===== config.mk =====
export PLATFORM = sky130hd
export DESIGN_NAME = palette_engine
export DESIGN_NICKNAME = d
export VERILOG_FILES = /design/src/rtl/palette_pkg.sv /design/src/rtl/palette_fade_ctrl.sv /design/src/rtl/palette_engine.sv
export SDC_FILE = /design/constraint.sdc
export NUM_CORES = 1
export LEC_CHECK = 0
export ABC_AREA = 1
export CAP_MARGIN = 0
export CORE_MARGIN = 3
export CORE_UTILIZATION = 50
export DETAILED_ROUTE_END_ITERATION = 7
export PLACE_DENSITY = 0.7
export SLEW_MARGIN = 25
export SYNTH_ARGS = -nofsm -noshare
export SYNTH_HDL_FRONTEND = slang
export SYNTH_SLANG_ARGS = --single-unit
export TNS_END_PERCENT = 30

===== constraint.sdc =====
create_clock -name Clk -period 1.85 [get_ports Clk]
set_input_delay 0.185 -clock Clk [delete_from_list [all_inputs] [get_ports Clk]]
set_output_delay 0.185 -clock Clk [all_outputs]
set_load 0.02 [all_outputs]

===== src/rtl/palette_pkg.sv =====
// Shared types and constants for the palette engine.
// The fade feature is built only when PALETTE_FADE_EN is defined.
package palette_pkg;

  localparam logic [3:0] LEVEL_MAX = 4'd15;

  localparam logic [1:0] FADE_NONE = 2'b00;
  localparam logic [1:0] FADE_OUT  = 2'b01;
  localparam logic [1:0] FADE_IN   = 2'b10;

  typedef struct packed {
    logic [3:0] r;
    logic [3:0] g;
    logic [3:0] b;
  } rgb444_t;

  typedef enum logic [1:0] {
    ST_BRIGHT,
    ST_FADE_OUT,
    ST_DARK,
    ST_FADE_IN
  } fade_state_t;

  // (c * (lvl+1)) >> 4 using an 8-bit product: lvl 15 is identity, lvl 0 is black
  function automatic logic [3:0] scale4(input logic [3:0] c, input logic [3:0] lvl);
    return 4'(({4'd0, c} * ({4'd0, lvl} + 8'd1)) >> 4);
  endfunction

endpackage


===== src/rtl/palette_fade_ctrl.sv =====
// Fade sequencer: BRIGHT -> FADE_OUT -> DARK -> FADE_IN -> BRIGHT, one level
// step every FADE_DIV frame_start pulses. Instantiated only under PALETTE_FADE_EN.
module palette_fade_ctrl
  import palette_pkg::*;
#(
  parameter int FADE_DIV = 4
) (
  input  logic       Clk,
  input  logic       Reset_n,
  input  logic       i_frame_start,
  input  logic [1:0] i_fade_cmd,
  output logic [3:0] o_level,
  output logic       o_fade_busy
);

  localparam logic [7:0] CNT_LAST = 8'(FADE_DIV - 1);

  fade_state_t r_state;
  logic [7:0]  r_cnt;
  logic [3:0]  r_level;
  logic        r_busy;

  always_ff @(posedge Clk or negedge Reset_n) begin
    if (!Reset_n) begin
      r_state <= ST_BRIGHT;
      r_cnt   <= '0;
      r_level <= LEVEL_MAX;
      r_busy  <= 1'b0;
    end else begin
      case (r_state)
        // The command cycle never counts a coincident frame_start pulse.
        ST_BRIGHT: if (i_fade_cmd == FADE_OUT) begin
          r_state <= ST_FADE_OUT;
          r_cnt   <= '0;
          r_busy  <= 1'b1;
        end
        ST_DARK: if (i_fade_cmd == FADE_IN) begin
          r_state <= ST_FADE_IN;
          r_cnt   <= '0;
          r_busy  <= 1'b1;
        end
        ST_FADE_OUT: if (i_frame_start) begin
          if (r_cnt == CNT_LAST) begin
            r_cnt   <= '0;
            r_level <= r_level - 4'd1;
            if (r_level == 4'd1) begin
              r_state <= ST_DARK;
              r_busy  <= 1'b0;
            end
          end else begin
            r_cnt <= r_cnt + 8'd1;
          end
        end
        ST_FADE_IN: if (i_frame_start) begin
          if (r_cnt == CNT_LAST) begin
            r_cnt   <= '0;
            r_level <= r_level + 4'd1;
            if (r_level == LEVEL_MAX - 4'd1) begin
              r_state <= ST_BRIGHT;
              r_busy  <= 1'b0;
            end
          end else begin
            r_cnt <= r_cnt + 8'd1;
          end
        end
        default: begin
          r_state <= ST_BRIGHT;
          r_cnt   <= '0;
          r_level <= LEVEL_MAX;
          r_busy  <= 1'b0;
        end
      endcase
    end
  end

  assign o_level     = r_level;
  assign o_fade_busy = r_busy;

endmodule


===== src/rtl/palette_engine.sv =====
// Banked RGB444 palette with a 2-stage lookup pipeline and optional frame-locked
// fade (enabled by defining PALETTE_FADE_EN; otherwise stage 2 is a plain register).
module palette_engine
  import palette_pkg::*;
#(
  parameter int IDX_W    = 3,
  parameter int BANKS    = 8,
  parameter int FADE_DIV = 4
) (
  input  logic                     Clk,
  input  logic                     Reset_n,
  input  logic                     frame_start,
  input  logic [$clog2(BANKS)-1:0] bank_sel,
  input  logic                     pix_valid,
  input  logic [IDX_W-1:0]         index,
  input  logic                     wr_en,
  input  logic [$clog2(BANKS)-1:0] wr_bank,
  input  logic [IDX_W-1:0]         wr_index,
  input  logic [11:0]              wr_rgb,
  input  logic [1:0]               fade_cmd,
  output logic                     fade_busy,
  output logic [3:0]               red,
  output logic [3:0]               green,
  output logic [3:0]               blue,
  output logic                     rgb_valid
);

  localparam int BW      = $clog2(BANKS);
  localparam int ENTRIES = 2 ** IDX_W;

  rgb444_t       r_pal [BANKS][ENTRIES];
  logic [BW-1:0] r_disp_bank;
  rgb444_t       r_s1;
  rgb444_t       r_s2;
  logic [1:0]    r_vld_pipe;
  rgb444_t       w_s2;

  // Palette store; lookup below sees the pre-write value in a write cycle.
  always_ff @(posedge Clk or negedge Reset_n) begin
    if (!Reset_n) begin
      for (int b = 0; b < BANKS; b++)
        for (int e = 0; e < ENTRIES; e++)
          r_pal[b][e] <= '0;
    end else if (wr_en) begin
      r_pal[wr_bank][wr_index] <= wr_rgb;
    end
  end

  always_ff @(posedge Clk or negedge Reset_n) begin
    if (!Reset_n) begin
      r_disp_bank <= '0;
      r_s1        <= '0;
      r_s2        <= '0;
      r_vld_pipe  <= '0;
    end else begin
      if (frame_start) r_disp_bank <= bank_sel;
      r_s1       <= r_pal[r_disp_bank][index];
      r_s2       <= w_s2;
      r_vld_pipe <= {r_vld_pipe[0], pix_valid};
    end
  end

`ifdef PALETTE_FADE_EN
  logic [3:0] w_level;

  palette_fade_ctrl #(.FADE_DIV(FADE_DIV)) u_fade (
    .Clk          (Clk),
    .Reset_n      (Reset_n),
    .i_frame_start(frame_start),
    .i_fade_cmd   (fade_cmd),
    .o_level      (w_level),
    .o_fade_busy  (fade_busy)
  );

  assign w_s2 = {scale4(r_s1.r, w_level), scale4(r_s1.g, w_level), scale4(r_s1.b, w_level)};
`else
  logic w_unused;

  assign w_unused  = &{1'b0, fade_cmd};
  assign fade_busy = 1'b0;
  assign w_s2      = r_s1;
`endif

  assign red       = r_s2.r;
  assign green     = r_s2.g;
  assign blue      = r_s2.b;
  assign rgb_valid = r_vld_pipe[1];

endmodule


==> impl_metrics.sql <==
INSERT INTO impl_metrics (metric_group, metric, value, unit) VALUES
('place', 'dp.final_hpwl', '64140', 'um'),
('critical_path', 'timing.critical_path.required', '2410', 'ps'),
('die', 'floorplan.die_area', '74890', 'sq um'),
('die', 'std_cell_rows', '97', ''),
('sta', 'timing.final.setup_violations', '12', ''),
('place', 'detailedPlace.worstSlack', '-486.0', 'ps'),
('clock_network', 'clock_tree_from_tritoncts', 'built', ''),
('cells_and_area', 'layout.cell_area.non_filler', '44780', 'sq um'),
('synth', 'most_area_consuming_cells_after_synthesis', 'sky130_fd_sc_hd__dfrtp_1 (56%), sky130_fd_sc_hd__nand2_1 (17%), sky130_fd_sc_hd__nand3_1 (9.1%), sky130_fd_sc_hd__o21ai_0 (7.7%), sky130_fd_sc_hd__clkbuf_1 (3.1%)', ''),
('synth', 'postSynthCellCount', '4444', ''),
('outcome', 'violations', 'negative setup slack', ''),
('critical_path', 'crit_slowest_cell', 'sky130_fd_sc_hd__dfrtp_4', ''),
('sta', 'timing.clock.skew', '25.96', 'ps'),
('place', 'placement_stage_cell_area', '39820', 'sq um'),
('clock_network', 'worst_skew_pair.late_latency', '640', 'ps'),
('synth', 'postSynthAreaPerCell', '8.060', 'sq um'),
('sta', 'timing_max_transition_violations_final', '0', ''),
('cells_and_area', 'layout.cells.most_common_list', 'sky130_fd_sc_hd__nand2_1 (1544), sky130_fd_sc_hd__dfrtp_1 (794), sky130_fd_sc_hd__o21ai_0 (548), sky130_fd_sc_hd__nand3_1 (505), sky130_fd_sc_hd__nor2_1 (157)', ''),
('sta', 'timing.slew.headroom', '43.15', '%'),
('sta', 'min_period_over_period', '111.9', '%'),
('place', 'portBuffers', '41', ''),
('hold_path', 'timing.hold.worst.class', 'input pin to async pin', ''),
('critical_path', 'cp_common_cell', 'sky130_fd_sc_hd__nand3_2', ''),
('synth', 'synth_top_area_cell', 'sky130_fd_sc_hd__dfrtp_1', ''),
('sta', 'rsz_0062_raised_after_global_routing', 'yes', ''),
('global_route', 'grtUsageTotal', '28.52', '%'),
('clock_network', 'cts_made_buffers', '85', ''),
('sta', 'worst_slack', '-220.6', 'ps'),
('synth', 'synth_warn', '0', ''),
('clock_network', 'cts_buffer_depth', '3', ''),
('clock_network', 'clk_pin_slew_worst_paths', '60', 'ps'),
('route', 'routed_via_density', '5.786', ''),
('sta', 'fin_crit', '2071', 'ps'),
('critical_path', 'critical_path.endpoint_type', 'flop', ''),
('synth', 'synth.lib_cells_used.distinct', '25', ''),
('die', 'fp.dieH', '273.7', 'um'),
('route', 'wl_per_cell', '20.25', 'um'),
('cells_and_area', 'synthToLayoutAreaGrowth', '25.02', '%'),
('route', 'drt.antenna.violating_nets', '0', ''),
('power', 'peakVddDrop', '0.8409', 'mV'),
('global_route', 'grt_max_degree', '87', ''),
('cells_and_area', 'final_common_cell', 'sky130_fd_sc_hd__nand2_1', ''),
('critical_path', 'path_max_fanout', '8', ''),
('sta', 'hold_ws', '60.02', 'ps'),
('route', 'violation_count_after_the_first_detailed_route_iteration', '3860', ''),
('critical_path', 'cp_data_arrival_time', '2630', 'ps'),
('outcome', 'status', 'complete, but fails checks', ''),
('synth', 'yosysSeqAreaShare', '55.68', '%'),
('synth', 'synth.cell_area', '35820', 'sq um'),
('critical_path', 'crit_type', 'flop to flop', ''),
('job', 'maxCapViolCount', '0', ''),
('critical_path', 'cp_slowest_stage_delay', '570', 'ps'),
('clock_network', 'numClockSinks', '797', ''),
('die', 'i_o_pins', '45', ''),
('synth', 'yosys_register_bits', '797', ''),
('global_route', 'global_route.overflow_total', '0', ''),
('clock_network', 'h-tree-depth', '3', ''),
('route', 'drc_errors', '0', ''),
('sta', 'tightest_slew', '851.9', 'ps'),
('route', 'drt-total-wl', '111900', 'um'),
('cells_and_area', 'share_of_layout_cells_above_drive_strength_1', '16.03', '%'),
('die', 'coreArea', '70510', 'sq um'),
('synth', 'synthDominantCellAreaShare', '55.68', '%'),
('global_route', 'antenna_found_initial', '2', ''),
('power', 'pwr_density_cell', '1056', 'nW/um^2'),
('place', 'routability_congestion_estimate_from_global_placement', '0.9097', ''),
('sta', 'maxClockFrequency', '482.9', 'MHz'),
('critical_path', 'reg2regPathDepth', '12', ''),
('power', 'static_leak', '0.02057', 'uW'),
('critical_path', 'path_cells', 'inv_12 > buf_16 > buf_16 > buf_12 > nand2_2 > nand3_2 > nand3_1 > nand2_1 > nand2_1 > nand3_2 > nand3_2 > nand2_4', ''),
('critical_path', 'crit_path_start_kind', 'flop', '');
layer usage:
layer	part of all wire, %	GRT usage (%)
met5	0	0
met2	45	43.49
met1	42	41.17
met3	8.7	4.908
met4	3.5	10.28
kinds of logic (layout without fill, tap and decap cells):
kind of cell | Yosys count | in the layout | share of synthesized area (%)
AND/OR/NAND/NOR | 2474 | 2474 | 29.06
flip-flops | 797 | 797 | 55.68
AO/OA/AOI/OAI | 771 | 771 | 10.77
buffers and inverters | 401 | 542 | 4.478
other | 1 | 3 | 0.01047
report_power, final:
group / switching, uW / internal (uW)
registers: 1380 / 19900
logic: 5110 / 3450
clock network: 7090 / 10300
sequential cells by signal, indices dropped and copies added, names as in the netlist:
signal,flops
r_pal,768
r_s1,12
blue,4
green,4
red,4
r_disp_bank,3
r_vld_pipe,2
path summary, 6_finish.rpt:
kind,startpoint,endpoint,slack (ps)
max,r_disp_bank[0]$_DFFE_PN0P_,r_s1[8]$_DFF_PN0_,-220
min,Reset_n,r_pal[140]$_DFFE_PN0P_,60
max reg2reg,r_disp_bank[0]$_DFFE_PN0P_,r_s1[8]$_DFF_PN0_,-220
min reg2reg,r_s1[8]$_DFF_PN0_,red[0]$_DFF_PN0_,350
max in group asynchronous,Reset_n,r_pal[760]$_DFFE_PN0P_,940
min in group Clk,bank_sel[0],r_disp_bank[0]$_DFFE_PN0P_,120
area by class of cell:
class                   instances  area [sq um]
diodes                          2         5.005
clock buffers                 118          2444
clock inverters                30         384.1
fillers                      5695         25730
inverters                      32         142.6
multi-input cells            3246         15350
flip-flops and latches        797         19960
well taps                     940          1176
repair buffers                362          5330
stage by stage:
step / power [uW] / cells / utilization [%] / setup TNS [ps]
floorplan: 25730 / 4444 / - / 0
global placement: 28690 / 5330 / 56.48 / -137150
detailed placement: 28970 / 5330 / 56.48 / -155570
CTS: 46470 / 5483 / 60.76 / -1617
global route: 49380 / 5525 / 63.50 / -2351
finish: 47290 / 5527 / 63.51 / -1979
critical path: cells and delay by family, from the launching register on:
family / cells / cell delay (ps)
simple gates: 8 / 800
buf+inv: 4 / 620
flops: 1 / 570
synthesized netlist by cell type, drive strengths merged:
cell    number
dfrtp      797
buf         74
inv         20
nor2       170
nand2     1633
clkbuf     295
nand4        6
nand3      649
a21oi      156
o21ai      615
nor4         7
nor3         9
clkinv      12
conb         1
timing repair:
action | 4_1_cts | 5_1_grt
setup endpoints to repair | 12 | 12
hold endpoints to repair | 405 | 0
setup buffers | 0 | 19
cloned | 3 | 26
resized for setup | 18 | 281
pin swaps | 0 | 94
hold buffers | 2 | 0
Power figures use the tool's default switching activity.
